==> src/rtl/tinyalu_pkg.sv <==
// Shared types and constants for the tinyalu memory interface and instruction unit.
package tinyalu_pkg;

  localparam int unsigned MEM_ADDR_W = 14;

  typedef enum logic [2:0] {
    StIdle,
    StRd,
    StWrLo,
    StWrHi,
    StDone,
    StRelease
  } mem_if_state_t;

endpackage

==> src/rtl/mem_ack_timer.sv <==
// Counts consecutive no-ack cycles of a memory beat; expired flags the last permitted wait cycle.
module mem_ack_timer #(
  parameter int unsigned ACK_TIMEOUT = 16
) (
  input  logic clk,
  input  logic reset_n,
  input  logic clear,
  input  logic enable,
  output logic expired
);

  localparam int unsigned CntW = $clog2(ACK_TIMEOUT);

  logic [CntW-1:0] count_q, count_d;

  // expired in the ACK_TIMEOUT-th request cycle, so the abort lands one cycle later
  assign expired = (count_q == CntW'(ACK_TIMEOUT - 1));

  always_comb begin
    count_d = count_q;
    if (clear) begin
      count_d = '0;
    end else if (enable && !expired) begin
      count_d = count_q + CntW'(1);
    end
  end

  always_ff @(posedge clk or negedge reset_n) begin
    if (!reset_n) begin
      count_q <= '0;
    end else begin
      count_q <= count_d;
    end
  end

endmodule

==> src/rtl/mem_interface_unit.sv <==
// Turns level load/store requests into byte-wide req/ack memory beats with an ack timeout.
module mem_interface_unit
  import tinyalu_pkg::*;
#(
  parameter int unsigned ACK_TIMEOUT = 16,
  parameter int unsigned ADDR_W      = MEM_ADDR_W
) (
  input  logic              clk,
  input  logic              reset_n,
  input  logic              load,
  input  logic              store,
  input  logic [ADDR_W-1:0] addr,
  input  logic [15:0]       result,
  output logic [7:0]        data,
  output logic              mem_done,
  output logic              mem_err,
  output logic              busy,
  output logic              mem_req,
  output logic              mem_we,
  output logic [ADDR_W-1:0] mem_addr,
  output logic [7:0]        mem_wdata,
  input  logic [7:0]        mem_rdata,
  input  logic              mem_ack
);

  mem_if_state_t state_q, state_d;

  logic [ADDR_W-1:0] addr_q, addr_d;
  logic [15:0]       result_q, result_d;
  logic [7:0]        data_q, data_d;
  logic              done_q, done_d;
  logic              err_q, err_d;
  logic              busy_q, busy_d;
  logic              req_q, req_d;
  logic              we_q, we_d;
  logic [ADDR_W-1:0] maddr_q, maddr_d;
  logic [7:0]        wdata_q, wdata_d;

  logic timer_clear, timer_en, expired;

  mem_ack_timer #(
    .ACK_TIMEOUT(ACK_TIMEOUT)
  ) u_timer (
    .clk     (clk),
    .reset_n (reset_n),
    .clear   (timer_clear),
    .enable  (timer_en),
    .expired (expired)
  );

  always_comb begin
    state_d     = state_q;
    addr_d      = addr_q;
    result_d    = result_q;
    data_d      = data_q;
    done_d      = 1'b0;
    err_d       = 1'b0;
    req_d       = req_q;
    we_d        = we_q;
    maddr_d     = maddr_q;
    wdata_d     = wdata_q;
    timer_clear = 1'b0;
    timer_en    = 1'b0;

    unique case (state_q)
      StIdle: begin
        // load has priority; a simultaneous store is dropped silently
        if (load) begin
          state_d     = StRd;
          addr_d      = addr;
          result_d    = result;
          req_d       = 1'b1;
          we_d        = 1'b0;
          maddr_d     = addr;
          timer_clear = 1'b1;
        end else if (store) begin
          state_d     = StWrLo;
          addr_d      = addr;
          result_d    = result;
          req_d       = 1'b1;
          we_d        = 1'b1;
          maddr_d     = addr;
          wdata_d     = result[7:0];
          timer_clear = 1'b1;
        end
      end
      StRd: begin
        if (mem_ack) begin
          state_d = StDone;
          data_d  = mem_rdata;
          done_d  = 1'b1;
          req_d   = 1'b0;
        end else if (expired) begin
          state_d = StDone;
          done_d  = 1'b1;
          err_d   = 1'b1;
          req_d   = 1'b0;
        end else begin
          timer_en = 1'b1;
        end
      end
      StWrLo: begin
        if (mem_ack) begin
          state_d     = StWrHi;
          maddr_d     = addr_q + ADDR_W'(1);
          wdata_d     = result_q[15:8];
          timer_clear = 1'b1;
        end else if (expired) begin
          state_d = StDone;
          done_d  = 1'b1;
          err_d   = 1'b1;
          req_d   = 1'b0;
          we_d    = 1'b0;
        end else begin
          timer_en = 1'b1;
        end
      end
      StWrHi: begin
        if (mem_ack || expired) begin
          state_d = StDone;
          done_d  = 1'b1;
          err_d   = !mem_ack;
          req_d   = 1'b0;
          we_d    = 1'b0;
        end else begin
          timer_en = 1'b1;
        end
      end
      StDone: begin
        state_d = StRelease;
      end
      StRelease: begin
        // a request level still held from the finished transaction must not retrigger
        if (!load && !store) begin
          state_d = StIdle;
        end
      end
      default: begin
        state_d = StIdle;
        req_d   = 1'b0;
        we_d    = 1'b0;
      end
    endcase

    busy_d = (state_d != StIdle);
  end

  always_ff @(posedge clk or negedge reset_n) begin
    if (!reset_n) begin
      state_q  <= StIdle;
      addr_q   <= '0;
      result_q <= '0;
      data_q   <= '0;
      done_q   <= 1'b0;
      err_q    <= 1'b0;
      busy_q   <= 1'b0;
      req_q    <= 1'b0;
      we_q     <= 1'b0;
      maddr_q  <= '0;
      wdata_q  <= '0;
    end else begin
      state_q  <= state_d;
      addr_q   <= addr_d;
      result_q <= result_d;
      data_q   <= data_d;
      done_q   <= done_d;
      err_q    <= err_d;
      busy_q   <= busy_d;
      req_q    <= req_d;
      we_q     <= we_d;
      maddr_q  <= maddr_d;
      wdata_q  <= wdata_d;
    end
  end

  assign data      = data_q;
  assign mem_done  = done_q;
  assign mem_err   = err_q;
  assign busy      = busy_q;
  assign mem_req   = req_q;
  assign mem_we    = we_q;
  assign mem_addr  = maddr_q;
  assign mem_wdata = wdata_q;

endmodule

==> config.mk <==
export PLATFORM = sky130hd
export DESIGN_NAME = mem_interface_unit
export DESIGN_NICKNAME = d
export VERILOG_FILES = /design/src/rtl/tinyalu_pkg.sv /design/src/rtl/mem_ack_timer.sv /design/src/rtl/mem_interface_unit.sv
export SDC_FILE = /design/constraint.sdc
export NUM_CORES = 1
export LEC_CHECK = 0
export ABC_AREA = 1
export CAP_MARGIN = 15
export CORE_ASPECT_RATIO = 1.2
export CORE_MARGIN = 8
export CORE_UTILIZATION = 52
export CTS_BUF_LIST = sky130_fd_sc_hd__clkbuf_8
export CTS_CLUSTER_SIZE = 20
export DETAILED_ROUTE_END_ITERATION = 8
export HOLD_SLACK_MARGIN = 0.03
export PLACE_DENSITY = 0.83
export SLEW_MARGIN = 30
export SYNTH_ARGS = -nofsm -noshare
export SYNTH_HDL_FRONTEND = slang
export SYNTH_HIERARCHICAL = 1
export SYNTH_SLANG_ARGS = --single-unit
==> constraint.sdc <==
create_clock -name clk -period 2.25 [get_ports clk]
set_clock_uncertainty 0.1 [all_clocks]
set_input_delay 0.45 -clock clk [delete_from_list [all_inputs] [get_ports clk]]
set_output_delay 0.45 -clock clk [all_outputs]
set_load 0.01 [all_outputs]
==> metrics.sh, run 1 <==
PLACE.GP.CONGESTION=0.826
WORST_SKEW_PAIR.LATE_LATENCY_PS=350
FINISH.NET_COUNT=520
HTREE_LEVELS=3
POST-ROUTE-PERIOD-UTIL_PCT=84.2
CTS.PATH.MAX_BUFFERS=2
SYNTH_FLOP_CELL='sky130_fd_sc_hd__dfrtp_1'
CRIT_TYPE='reg -> out'
CTS_BUFFERS=9
PLACE.PORT_BUFFERS=77
TOTAL_POWER_uW=5680
DIE_WIDTH_UM=88.7
DRIVE_ABOVE_1_SHARE_PCT=14.0
CLOCKROOTBUFFER='sky130_fd_sc_hd__clkbuf_8'
DIE-AREA_UM2=9150
POST_CTS.RESIZED_INSTANCES=0
MIN_PERIOD_PS=1900
LAYOUT.CORE_UTILIZATION_PCT=69.4
POWER.COMBINATIONAL.FRACTION_PCT=44.1
POST_DRT_WL_PER_CELL_UM=14.0
BOUNDARY_PIN_COUNT=78
CRITPATHARRIVALTIME_PS=1350
WORSTSETUPENDPOINTTYPE='primary output'
POST-DP-HPWL_UM=5720
SYNTH_AREA_LEADERS='sky130_fd_sc_hd__dfrtp_1 49%, sky130_fd_sc_hd__nand2_1 14%, sky130_fd_sc_hd__nor2_1 4.3%'
NFILLCELLS=472
CRITICAL-PATH-MAX-STAGE-DELAY_PS=580
TIMING_WORST_SLEW_PIN_VALUE_PS=423
REG2REG_SETUP_SLACK_PS=460
AREAGROWTHSYNTHTOFINISH_PCT=32.4
GRT_PASS1_WL_UM=13400
CLKTRANSATPATHREGS_PS=70
YS_SEQ_AREA_SHARE_PCT=48.6
WORST_SLACK_PS=355
GRT_PASS1_VIAS=3012
DRT-MET1-WL_UM=3240
ROUTE.TOP_LAYER_USED='met4'
WORST_R2R_ENDPOINT='busy'
HOLD_VIOL_FINAL=0
GRT_MAX_DEGREE=65
FLOORPLAN.CORE_AREA_UM2=6290
MIN-DELAY-START='result_q[14]'
MET2WIRELENGTH_UM=4070
PLACED_INSTANCE_AREA_UM2=4130
ANTENNA_VIOLATING_NETS_POST_ROUTE=0
YOSYS-TOP-CELLS-COUNT='125 x sky130_fd_sc_hd__nand2_1, 64 x sky130_fd_sc_hd__dfrtp_1, 38 x sky130_fd_sc_hd__nor2_1, 32 x sky130_fd_sc_hd__inv_1, 25 x sky130_fd_sc_hd__nand3_1'
UNREPAIRED_SETUP_ENDPOINTS_AFTER_GLOBAL_ROUTING='no'
P_SW_SHARE_PCT=38.4
CP_DELAY_BY_FAMILY_TOP='buffers and inverters'
WL_MET3_UM=421
TOTAL_SWITCHING_POWER_uW=2180
WORSTPATHMAXFANOUT=4
SLEW_HEADROOM_PCT=71.7
POWER.SEQUENTIAL.FRACTION_PCT=36.5
SYNTH.MOST_COMMON_CELL='sky130_fd_sc_hd__nand2_1'
ROUTED_WIRELENGTH_UM=7920
DIE_HEIGHT_UM=103
SYNTH_ASYNC_SR_FLOP_SHARE_PCT=100
SYN-CELL-AREA_UM2=3300
START_UTIL_PCT=52.4
DR.FIRST_ITER.DRC_COUNT=111
DISTINCT_CELL_TYPE_COUNT_OF_THE_SYNTHESIZED_NETLIST=34
SETUP_VIOL=0
PATH_CELLS='clkdlybuf4s50_1'
MAXCAPVIOLATIONS=0
TIMING.RR.START='u_timer/count_q[0]'
WORSTSETUPPATHDEPTH=1
ANTENNA_CELLS_INSERTED=0
TRITONCTS='built'
POWER.DENSITY_nW_PER_UM2=1300
STATUS='completed'
YOSYS_WARNINGS=6
CRIT_BUF_INV=1
SYNTHESIS.AREA_PER_INSTANCE_UM2=8.43
PLACEMENT_STAGE_WORST_SETUP_SLACK_PS=159
CRITICAL_PATH.STARTPOINT_TYPE='flop'
CRITICAL-PATH-SLOWEST-CELL='sky130_fd_sc_hd__clkdlybuf4s50_1'
MIN_PATH_TYPE='reg -> reg'
ROWS=32
FINAL_AREA_UM2=4360
MAX_CLOCK_FREQ_MHz=528
SYNTH_LARGEST_AREA_CELL='sky130_fd_sc_hd__dfrtp_1'
GROUTE.USAGE.OVERALL_PCT=18.8
GRT.OVERFLOW.TOTAL=0
DRT_FIRST_PASS_ITERS=4
GRT_ANTENNA_BEFORE_REPAIR=0
ROUTE.DETAILED.VIAS_PER_INST=5.12
SYNTH_ENABLE_FLOP_CELLS=0
TIMING.REG2REG.WORST_PATH_DEPTH=7
SYNTH.NET_COUNT=436
TOTAL_LEAKAGE_POWER_uW=0.00205
WORST-ENDPOINT-REQUIRED_PS=1700
CLOCK_SINK_COUNT=64
SYN_INST=391
YOSYS_REGISTER_BITS=64
TIMING.SETUP.TNS_PS=0
DRC=0
SYNTH_TOP_AREA_SHARE_PCT=48.6
WORST_IR_DROP_VDD_V=0.000731
MIN_DELAY_WORST_ENDPOINT='result_q[14]'
P_CLK_SHARE_PCT=19.4
FINAL_MAX_SLEW_VIOL_COUNT=0
HOLDPATHSTAGES=2
CTS.REPAIR_TIMING.SETUP_BUFFER_COUNT=0
NUM_VIAS=2894
POWER.INTERNAL_uW=3500
## final cells by class
cell class              instances  area (um^2)  area share, %
multi-input cells             281         1450           33.3
inverters                      35          139           3.18
clock inverters                 7         96.3           2.21
well taps                      85          106           2.44
clock buffers                   9          124           2.84
repair buffers                 84          846           19.4
flip-flops and latches         64         1600           36.7
## logic make-up after synthesis
| family | Yosys count | share of synthesized area, % |
|---|---|---|
| flops | 64 | 48.6 |
| buf+inv | 46 | 7.40 |
| simple gates | 220 | 30.1 |
| xor+xnor | 3 | 0.797 |
| fa+ha+maj | 2 | 0.759 |
| mux | 8 | 2.73 |
| compound gates | 48 | 9.68 |
## routing by layer
metal	vias up	global-route usage, %
met5	-	0
met4	0	11.9
met3	16	3.56
met2	83	31.8
met1	1369	21.3
li1	1426	-
## what timing repair did
action	CTS	global route
endpoints found under the hold margin	64	0
endpoints found under the setup margin	0	0
hold buffers	1	0
## stage by stage
stage	hold slack [ps]	instances
2_1_floorplan	54.4	391
3_3_place_gp	351	548
3_5_place_dp	356	548
4_1_cts	374	565
5_1_grt	402	565
6_report	375	565
## cells in the final DEF, fill, tap and decap left out, types with 2 or more instances in the layout
cell	netlist	routed
sky130_fd_sc_hd__nor3_1	3	3
sky130_fd_sc_hd__o211ai_2	4	4
sky130_fd_sc_hd__buf_12	1	2
sky130_fd_sc_hd__o21a_1	4	4
sky130_fd_sc_hd__nor2_4	3	3
sky130_fd_sc_hd__nand3_1	25	25
sky130_fd_sc_hd__clkbuf_8	0	9
sky130_fd_sc_hd__ha_1	2	2
sky130_fd_sc_hd__nor2_2	3	3
sky130_fd_sc_hd__a21oi_1	3	3
sky130_fd_sc_hd__xor2_1	2	2
sky130_fd_sc_hd__nand4_1	7	7
sky130_fd_sc_hd__clkdlybuf4s50_1	0	76
sky130_fd_sc_hd__a31oi_1	3	3
sky130_fd_sc_hd__inv_1	32	32
sky130_fd_sc_hd__mux2_2	8	8
sky130_fd_sc_hd__a21oi_2	9	9
sky130_fd_sc_hd__nand2_4	6	6
sky130_fd_sc_hd__clkinv_4	1	4
sky130_fd_sc_hd__o21ai_1	13	13
sky130_fd_sc_hd__nand2_1	125	125
sky130_fd_sc_hd__or2_2	6	6
sky130_fd_sc_hd__buf_4	4	4
sky130_fd_sc_hd__dfrtp_1	64	64
sky130_fd_sc_hd__bufinv_16	0	2
sky130_fd_sc_hd__clkinv_2	0	2
sky130_fd_sc_hd__nor2_1	38	38
sky130_fd_sc_hd__o21ai_0	11	11
## sequential cells by signal (all words and copies together), names as in the netlist, 3 cells and up
name / flops
addr_q: 14
u_timer/count_q: 4
result_q: 8
data: 8
mem_wdata: 8
mem_addr: 14
state_q: 3
## power by group through the flow
stage / Clock (uW) / Combinational, uW / Sequential [uW]
floorplan: 0 / 1440 / 2150
global placement: 0 / 2440 / 2070
detailed placement: 0 / 2510 / 2080
CTS: 1120 / 2540 / 2070
global route: 1160 / 2810 / 2150
finish: 1100 / 2510 / 2080
## worst max-delay path by stage
stage | from | end | slack (ps)
after CTS | mem_req | mem_req | 340
after detailed placement | store | u_timer/count_q[2] | 160
after global placement | store | mem_addr[12] | 280
after floorplan | u_timer/count_q[0] | busy | 690
after global routing | u_timer/count_q[0] | busy | 300
final | mem_req | mem_req | 350
(Power assumes the default switching activity.)
==> run 2, diff against run 1 <==
Clock period 2.25 ns to 1.95 ns, I/O delays scaled along.
==> metrics.sh, run 2 (synthesis results as in run 1) <==
GRT_ANTENNA_BEFORE_REPAIR=0
CP_DELAY_BY_FAMILY_TOP='buffers and inverters'
HOLDPATHSTAGES=2
WORST-ENDPOINT-REQUIRED_PS=1460
TRITONCTS='built'
GRT_PASS1_WL_UM=13600
START_UTIL_PCT=52.4
DRT_FIRST_PASS_ITERS=4
TIMING.REG2REG.WORST_PATH_DEPTH=7
CRIT_BUF_INV=1
MAX_CLOCK_FREQ_MHz=543
CRITICAL_PATH.STARTPOINT_TYPE='flop'
DRC=0
CLKTRANSATPATHREGS_PS=70
PLACE.PORT_BUFFERS=77
DR.FIRST_ITER.DRC_COUNT=122
POWER.INTERNAL_uW=4100
POWER.SEQUENTIAL.FRACTION_PCT=36.6
CLOCK_SINK_COUNT=64
FINISH.NET_COUNT=521
P_SW_SHARE_PCT=37.7
PATH_CELLS='clkdlybuf4s50_1'
POWER.COMBINATIONAL.FRACTION_PCT=44.1
LAYOUT.CELLS.MOST_COMMON_LIST='125 x sky130_fd_sc_hd__nand2_1, 76 x sky130_fd_sc_hd__clkdlybuf4s50_1, 64 x sky130_fd_sc_hd__dfrtp_1, 37 x sky130_fd_sc_hd__nor2_1, 33 x sky130_fd_sc_hd__inv_1'
CRITICAL-PATH-SLOWEST-CELL='sky130_fd_sc_hd__clkdlybuf4s50_1'
SETUP_VIOL=0
CTS.PATH.MAX_BUFFERS=2
AREAGROWTHSYNTHTOFINISH_PCT=32.7
HTREE_LEVELS=3
CLOCKROOTBUFFER='sky130_fd_sc_hd__clkbuf_8'
NFILLCELLS=491
WORST_IR_DROP_VDD_V=0.000903
MAXCAPVIOLATIONS=0
DIE-AREA_UM2=9150
POWER.DENSITY_nW_PER_UM2=1500
GROUTE.USAGE.OVERALL_PCT=19.0
DRIVE_ABOVE_1_SHARE_PCT=14.0
TIMING.SETUP.TNS_PS=0
TIMING_WORST_SLEW_PIN_VALUE_PS=385
FLOORPLAN.CORE_AREA_UM2=6290
CRIT_TYPE='reg -> out'
MIN_PERIOD_PS=1840
MIN_PATH_TYPE='reg -> reg'
ROUTED_WIRELENGTH_UM=8000
UNREPAIRED_SETUP_ENDPOINTS_AFTER_GLOBAL_ROUTING='no'
GRT.OVERFLOW.TOTAL=0
WORST_SLACK_PS=109
TOTAL_SWITCHING_POWER_uW=2480
PLACE.GP.CONGESTION=0.858
FINAL_MAX_SLEW_VIOL_COUNT=0
TOTAL_LEAKAGE_POWER_uW=0.00206
DIE_WIDTH_UM=88.7
ANTENNA_VIOLATING_NETS_POST_ROUTE=0
FINAL_COMMON_CELL='sky130_fd_sc_hd__nand2_1'
ROWS=32
WORSTSETUPENDPOINTTYPE='primary output'
BOUNDARY_PIN_COUNT=78
P_CLK_SHARE_PCT=19.3
CRITPATHARRIVALTIME_PS=1350
ANTENNA_CELLS_INSERTED=0
SLEW_HEADROOM_PCT=74.2
WORST_SKEW_PAIR.LATE_LATENCY_PS=350
POST_DRT_WL_PER_CELL_UM=14.2
NUM_VIAS=2904
CTS.REPAIR_TIMING.SETUP_BUFFER_COUNT=0
CRITICAL-PATH-MAX-STAGE-DELAY_PS=580
WORSTPATHMAXFANOUT=4
WORSTSETUPPATHDEPTH=1
POST-ROUTE-PERIOD-UTIL_PCT=94.4
STATUS='completed'
PLACEMENT_STAGE_WORST_SETUP_SLACK_PS=-26.4
ROUTE.DETAILED.VIAS_PER_INST=5.14
POST-DP-HPWL_UM=5770
GRT_PASS1_VIAS=3081
DIE_HEIGHT_UM=103
CTS_BUFFERS=9
GRT_MAX_DEGREE=65
HOLD_VIOL_FINAL=0
==> run 2: changes by cell type in the layout (fill, tap and decap cells not counted) <==
cell                       delta
sky130_fd_sc_hd__nor2_2       +1
sky130_fd_sc_hd__clkbuf_8     +2
sky130_fd_sc_hd__inv_1        +1
sky130_fd_sc_hd__nor2_1       -1
sky130_fd_sc_hd__clkinv_2     -1
sky130_fd_sc_hd__buf_4        +1
sky130_fd_sc_hd__clkinv_4     -3
==> run 2: area by class of cell <==
class | count | area [um^2] | share of cell area, %
inverter | 35 | 139 | 3.18
multi-input combinational | 281 | 1450 | 33.2
sequential | 64 | 1600 | 36.6
timing repair buffer | 85 | 853 | 19.5
clock inverter | 4 | 68.8 | 1.57
tap | 85 | 106 | 2.43
clock buffer | 11 | 151 | 3.46
==> run 2: timing repair <==
| action | 4_1_cts | 5_1_grt |
|---|---|---|
| hold endpoints to repair | 64 | 0 |
| gates resized for setup | 0 | 1 |
| setup endpoints to repair | 0 | 3 |
| hold buffers | 1 | 0 |
==> run 2: metal layers <==
layer | track usage (%) | wire (um) | up-vias
met5 | 0 | 0 | -
met2 | 33.9 | 4270 | 87
met1 | 20.8 | 3170 | 1389
met3 | 3.48 | 461 | 9
li1 | - | - | 1419
met4 | 10.2 | 95 | 0
==> run 2: path summary, 6_finish.rpt <==
kind | to | start | slack, ps
worst min register to register | result_q[11] | result_q[11] | 370
max in group asynchronous | busy | reset_n | 970
worst max-delay path | mem_req | mem_req | 110
worst min-delay path | result_q[11] | result_q[11] | 370
min in group asynchronous | mem_addr[13] | reset_n | 480
worst max register to register | busy | u_timer/count_q[0] | 180
==> run 2: per-stage QoR <==
step	std cells	cell area, um^2	util [%]	hold WS (ps)	total power (uW)
floorplan	391	3300	-	-5.59	4140
global placement	549	4140	65.9	329	5210
detailed placement	549	4140	65.9	330	5330
CTS	565	4370	69.5	370	6630
global route	565	4370	69.6	393	7060
finish	565	4370	69.6	367	6580
==> run 2: power by group through the flow <==
stage	Sequential (uW)	Clock (uW)	Combinational, uW
after CTS	2400	1280	2940
after global routing	2480	1340	3240
after global placement	2380	0	2820
after detailed placement	2420	0	2910
after floorplan	2480	0	1660
final	2410	1270	2900
